$ cat src/rtl/taillight_seq.sv
// rtl/taillight_seq.sv - sequential turn/hazard/brake tail-light controller
//
// Purpose: drives LAMPS lamps per side. A turn request lights its side as a
// growing bar (one more lamp per step, then all off), hazard blinks both sides,
// and brake lights any side that is not busy with a turn indication.
//
// Ports:
//   clk      - clock, all state changes on the rising edge
//   rst_n    - asynchronous active-low reset
//   left     - left-turn request (level)
//   right    - right-turn request (level)
//   hazard   - hazard request (level)
//   brake    - brake pedal (level), used one cycle late
//   l_lamps  - left lamps, bit 0 innermost
//   r_lamps  - right lamps, bit 0 innermost
//   mode     - current mode: 0 IDLE, 1 LEFT, 2 RIGHT, 3 HAZ

module taillight_seq #(
    parameter int LAMPS    = 3,
    parameter int TICK_DIV = 4
) (
    input  logic             clk,
    input  logic             rst_n,
    input  logic             left,
    input  logic             right,
    input  logic             hazard,
    input  logic             brake,
    output logic [LAMPS-1:0] l_lamps,
    output logic [LAMPS-1:0] r_lamps,
    output logic [1:0]       mode
);

    typedef enum logic [1:0] {
        IDLE  = 2'd0,
        LEFT  = 2'd1,
        RIGHT = 2'd2,
        HAZ   = 2'd3
    } mode_t;

    localparam int SW = $clog2(LAMPS + 1);
    // A one-bit prescaler is kept even for TICK_DIV = 1; it simply never leaves 0.
    localparam int PW = (TICK_DIV > 1) ? $clog2(TICK_DIV) : 1;
    localparam logic [SW-1:0] STEP_MAX = SW'(LAMPS);
    localparam logic [PW-1:0] PRE_MAX  = PW'(TICK_DIV - 1);

    mode_t          mode_q;
    mode_t          mode_d;
    mode_t          req;
    logic [SW-1:0]  step_q;
    logic [SW-1:0]  step_d;
    logic [PW-1:0]  pre_q;
    logic [PW-1:0]  pre_d;
    logic           brake_q;
    logic           tick;
    logic [LAMPS-1:0] bar;

    // Hazard wins, and both turn requests together also mean hazard.
    always_comb begin
        req = IDLE;
        if (hazard || (left && right)) begin
            req = HAZ;
        end else if (left) begin
            req = LEFT;
        end else if (right) begin
            req = RIGHT;
        end
    end

    assign tick = (pre_q == PRE_MAX);

    always_ff @(posedge clk or negedge rst_n) begin
        if (!rst_n) begin
            mode_q  <= IDLE;
            step_q  <= '0;
            pre_q   <= '0;
            brake_q <= 1'b0;
        end else begin
            mode_q  <= mode_d;
            step_q  <= step_d;
            pre_q   <= pre_d;
            brake_q <= brake;
        end
    end

    always_comb begin
        mode_d = mode_q;
        step_d = step_q;
        pre_d  = tick ? '0 : pre_q + 1'b1;
        if (req != mode_q) begin
            // A new request restarts the pattern from its dark phase.
            mode_d = req;
            step_d = '0;
            pre_d  = '0;
        end else if (tick) begin
            case (mode_q)
                LEFT, RIGHT: step_d = (step_q == STEP_MAX) ? '0 : step_q + 1'b1;
                HAZ:         step_d = (step_q == '0) ? STEP_MAX : '0;
                IDLE:        step_d = '0;
            endcase
        end
    end

    // Thermometer bar: lamps below the step index are lit.
    always_comb begin
        bar = '0;
        for (int i = 0; i < LAMPS; i++) begin
            bar[i] = (SW'(i) < step_q);
        end
    end

    always_comb begin
        l_lamps = '0;
        r_lamps = '0;
        case (mode_q)
            IDLE: begin
                l_lamps = brake_q ? '1 : '0;
                r_lamps = brake_q ? '1 : '0;
            end
            LEFT: begin
                l_lamps = bar;
                r_lamps = brake_q ? '1 : '0;
            end
            RIGHT: begin
                l_lamps = brake_q ? '1 : '0;
                r_lamps = bar;
            end
            HAZ: begin
                l_lamps = (step_q == STEP_MAX) ? '1 : '0;
                r_lamps = (step_q == STEP_MAX) ? '1 : '0;
            end
        endcase
    end

    assign mode = mode_q;

endmodule
$ cat config.mk
export PLATFORM = sky130hd
export DESIGN_NAME = taillight_seq
export DESIGN_NICKNAME = d
export VERILOG_FILES = /design/src/rtl/taillight_seq.sv
export SDC_FILE = /design/constraint.sdc
export NUM_CORES = 1
export LEC_CHECK = 0
export ABC_AREA = 0
export BUFFER_PORTS_ARGS = -buffer_cell sky130_fd_sc_hd__buf_2
export CORE_AREA = 2 2 39 41
export DETAILED_ROUTE_END_ITERATION = 10
export DIE_AREA = 0 0 41 43
export PLACE_DENSITY = 0.64
export SLEW_MARGIN = 30
export SYNTH_ARGS = -nofsm -noshare
export SYNTH_HDL_FRONTEND = slang
export SYNTH_SLANG_ARGS = --single-unit
$ cat constraint.sdc
create_clock -name clk -period 2.5 [get_ports clk]
set_input_delay 0.375 -clock clk [delete_from_list [all_inputs] [get_ports clk]]
set_output_delay 0.375 -clock clk [all_outputs]
set_load 0.01 [all_outputs]
Word level (Yosys, flattened, before mapping)

Index checks and enable logic that the tools add are counted.

Output and inout port bits: 8
Input bits: 6
Bits in registers: 7
Logic and storage cells: 37

Add/sub/neg operators: 2
Muxes and demuxes: 14
Equal/unequal tests: 6
Reductions and logical operators: 8
Order comparisons: 3

Operator list:

| operator                                                  | number |
|---|---|
| two-way mux 2 bit                                         | 9 |
| one-hot mux 3 bit (3 select lines)                        | 2 |
| == test 2 bit, second input constant                      | 4 |
| two-way mux 3 bit                                         | 2 |
| one-hot mux 2 bit (3 select lines)                        | 1 |
| OR reduction 2 bit                                        | 3 |
| adder 2 x 1 -> 2 bit, second input constant               | 2 |
| zero test 2 bit                                           | 2 |
| less-than comparator 1 x 2 -> 1 bit, first input constant | 2 |
| == test 2 x 1 -> 1 bit, second input constant             | 1 |
| less-than comparator 2 bit, first input constant          | 1 |
| != test 2 bit                                             | 1 |
| nonzero test 2 bit                                        | 1 |
| logical AND 1 bit                                         | 1 |
| logical OR 1 bit                                          | 1 |

Longest topological paths before layout

Depth in word-level cells: 5
Mapped depth: 5
Depth with buffers taken out: 5

Worst setup path before layout

No wires, ideal clock.

Path kind: reg2out
Start point: register mode_q[0], in the netlist mode[0]
End point: output l_lamps[0]
Stages on the path, launching flop included: 6
Path slack: 0.946 ns
Required time: 2.125 ns
Buffers on the path: 0
Arrival time: 1.179 ns
Cells stage by stage: dfrtp_1 -> inv_1 -> ha_1 -> o21ai_0 -> a21oi_1 -> a21o_1

Cells in the longest elaborated chain, start to end: 3
Elaborated cells on any way between the ends: 6
Those cells by class: eq/ne: 3; mux: 1; reduce/logical: 2

Ends and longest elaborated chain:

| element                                          | line | text |
|---|---|---|
| start: declaration                               | 46   | `mode_t mode_q;` |
| start signal: assignment                         | 78   | `mode_q <= mode_d;` |
| == test 2 bit or zero test 2 bit (tied branches) | 114  | `case (mode_q)` |
| OR reduction 2 bit (no line)                     | --   |  |
| one-hot mux 3 bit (3 select lines) *             | 114  |  |
| end: declaration                                 | 28   | `output logic [LAMPS-1:0] l_lamps,` |

Mark *: on every way between the ends. The rest lies on a longest branch, timed or not.

Final worst setup path

Ends and elaborated chain as after synthesis.

==> summary by stage <==
Clock tree
The CTS tree is yes. The number of gates resized after CTS is 0. CTS built an H-tree with a depth of 1. In this run the post-CTS setup repair buffer count came out at 0. The number of hold buffers added after CTS was 1. The cell sitting at the root of the clock tree is a sky130_fd_sc_hd__clkbuf_4. TritonCTS created 3 clock buffers. After clock tree synthesis, the clock-pin slew on the worst setup and hold paths is 50 ps. The clock latency reported for the late side of the worst-skew pair is 250 ps. Counting every sink on the clock net gives 7.

Counting along the longest clock path gives a buffer depth of 2.

Layout
The multi-input gate area in the final layout is 284.0 sq um. The synthesis-to-layout area growth is 25.39%. After filler insertion, the fill cell instance count of the layout stands at 144. The library cell used most frequently in the layout, excluding fill and tap cells, is sky130_fd_sc_hd__buf_2.

The fraction of final layout cells sized beyond drive strength 1 is 25.71%. The footprint of the flip-flops and latches is 175.2 sq um. Excluding fillers, the count of instances in the completed layout stands at 86. The number of inserted diodes is 0. In the layout the commonest cells are sky130_fd_sc_hd__buf_2 (13), sky130_fd_sc_hd__ha_1 (7), sky130_fd_sc_hd__dfrtp_1 (7). The number of nets at the end of the flow is 84.

Logic synthesis
The flop and latch count out of synthesis is 7. Among all flip-flop cells after synthesis, the most frequent one is sky130_fd_sc_hd__dfrtp_1. The Yosys step of the flow raised 0 warnings. Summing every instance area after synthesis gives 478.0 sq um. The average footprint of a synthesized cell is 9.192 sq um. The async set-reset flop share out of synthesis is 100.0%.

Sequential cells were found to cover 36.65% of the synthesized design area. The synthesized design contains 0 enable-type register cells. The number of distinct standard cells referenced by the synthesized netlist is 19. The post-synth net total is 65. The number of instances in the synthesized netlist is 52.

Critical path
The data required time at the worst endpoint is 2120 ps. The critical path data arrival time is 1600 ps. The worst setup path is captured at an output pin.

STA classifies the critical path startpoint as a register. The worst setup path is of the register to output pin kind. Of all nets on the critical path, the largest fanout is 5.

GRT
Across every metal layer, demand over resource in global routing totals 12.78%. The residual overflow from global routing is 0. The number of antenna violations at the first check in global routing was 0.

The via count of the first global-routing pass is 406. The global-route wire length before repair is 1490 um. Entering global routing, the biggest net connects 9 pins.

Floorplan
The die extent in x is 41 um. 14 I/O pins were placed. The placeable core region is 1384 sq um. For this configuration, the core starts out at a cell density of 34.54%. The floorplan step defined a die boundary enclosing 1763 sq um.

The initialized floorplan defines 14 standard-cell rows. The die height is 43 um.

Power and ir drop
The total leakage power is 0.3462 nW. VDD sags by at most 224.3 uV. The power per cell area is 470.7 nW/um^2.

Timing
The sum of negative setup slack is 0 ps. The final-report max-slew violation count is 0. The portion of the clock cycle consumed by the worst path in the final layout is 79.08%. At the pin with the least slew margin, the transition time is 229.8 ps. Measured against its own limit, the worst slew margin works out to 84.68%. Hold is met by 222.5 ps.

The largest clock skew in the final design is 2.506 ps. The smallest clock period supported by the final layout is computed as 1977 ps. The setup violation total in the final timing report is 0. For this run, the top clock speed supported by timing is 505.8 MHz.

The number of hold violations in the final report came to 0. Setup repair after global routing left no endpoint under its margin.

Routing
For this block, the routed nets add up to 863 um of wire. The detailed router placed 418 vias in this run. The number of design-rule violations left by the first detailed-router iteration is 3. In the final routed layout, each cell accounts on average for 10.03 um.

For this run, design rule violations remaining after detail routing come to 0. The first detailed-routing pass ran for 4 iterations. In the routed layout, each cell is associated on average with a via count of 4.860. The post-detailed-route count of antenna-violating nets is 0.

Worst hold path
The tightest min-delay check is of the primary input to register type.

Placement
The quantity of I/O buffers inserted on ports is 13. The estimated wirelength of the detail-placed design is 704.6 um. The weighted congestion at the end of routability-driven global placement is 0.6764. The cell count after placement is 81.

Flow run
The tool flagged a number of max-cap violations equal to 0.

Status
The flow ran to the end, and the final reports show no timing, DRC or antenna violations.
==> state kept, by name, summed over array words and instances, names as in the netlist <==
signal / flops
step_q: 2
mode: 2
pre_q: 2
brake_q: 1
==> Yosys cell counts (2+ instances only) <==
cell                      number  share of area, %
sky130_fd_sc_hd__dfrtp_1       7                37
sky130_fd_sc_hd__ha_1          7                18
sky130_fd_sc_hd__inv_1         5               3.9
sky130_fd_sc_hd__nand2_1       5               3.9
sky130_fd_sc_hd__a21o_1        4               6.3
sky130_fd_sc_hd__a21oi_1       4               4.2
sky130_fd_sc_hd__o21ai_0       4               4.2
sky130_fd_sc_hd__a31oi_1       2               2.6
sky130_fd_sc_hd__nand3_1       2               2.1
sky130_fd_sc_hd__nor2b_1       2               2.6
sky130_fd_sc_hd__or3_1         2               2.6
==> routing by layer <==
layer	track usage, %	vias up	wire length (um)
li1	-	217	-
met1	15.95	185	402
met2	17.81	14	389
met3	1.571	2	41
met4	12.00	0	30
met5	0	-	0
==> cell type report <==
| cell class | count | area share, % |
|---|---|---|
| Timing Repair Buffer | 14 | 12.53 |
| Tap cell | 16 | 3.340 |
| Sequential cell | 7 | 29.23 |
| Inverter | 5 | 3.132 |
| Multi-Input combinational cell | 40 | 47.39 |
| Clock buffer | 4 | 4.384 |
==> stage by stage <==
step                area, sq um  worst slack (ps)  total power, mW  util [%]
global route              599.3             438.2           0.2982     43.31
finish                    599.3             522.9           0.2821     43.31
global placement          563.0             816.7           0.1779     40.69
CTS                       599.3             516.2           0.2882     43.31
floorplan                 478.0             946.1           0.1595         -
detailed placement        563.0             811.1           0.1793     40.69
==> worst paths after layout <==
kind                          start         end  slack [ps]  cells after the start
max                         mode[0]  l_lamps[0]         520                      6
min                           brake     brake_q         220                      1
max reg2reg                 mode[1]    pre_q[0]        1090                      3
min reg2reg                pre_q[0]    pre_q[0]         430                      1
max in group asynchronous     rst_n   step_q[0]        1870                      2
min in group asynchronous     rst_n     mode[1]         470                      2
==> report_power, final <==
| group | leakage (nW) | total, mW | internal [mW] | switching (mW) |
|---|---|---|---|---|
| clock network | 0.0150 | 0.104 | 0.0610 | 0.0431 |
| logic | 0.245 | 0.0525 | 0.0249 | 0.0276 |
| registers | 0.0866 | 0.125 | 0.120 | 0.00540 |
==> cell families after synthesis <==
group / count (synthesis) / synth area share [%]
compound gates: 17 / 23.30
xor+xnor: 1 / 1.833
fa+ha+maj: 7 / 18.32
buf+inv: 5 / 3.927
flops: 7 / 36.65
simple gates: 15 / 15.97
==> critical path: stages, from the launching register on <==
cell                      delay, ps
sky130_fd_sc_hd__dfrtp_1        410
sky130_fd_sc_hd__inv_1          100
sky130_fd_sc_hd__ha_1           250
sky130_fd_sc_hd__o21ai_0        160
sky130_fd_sc_hd__a21oi_1        120
sky130_fd_sc_hd__a21o_1         170
sky130_fd_sc_hd__buf_2          130
Power figures use the tool's default switching activity.
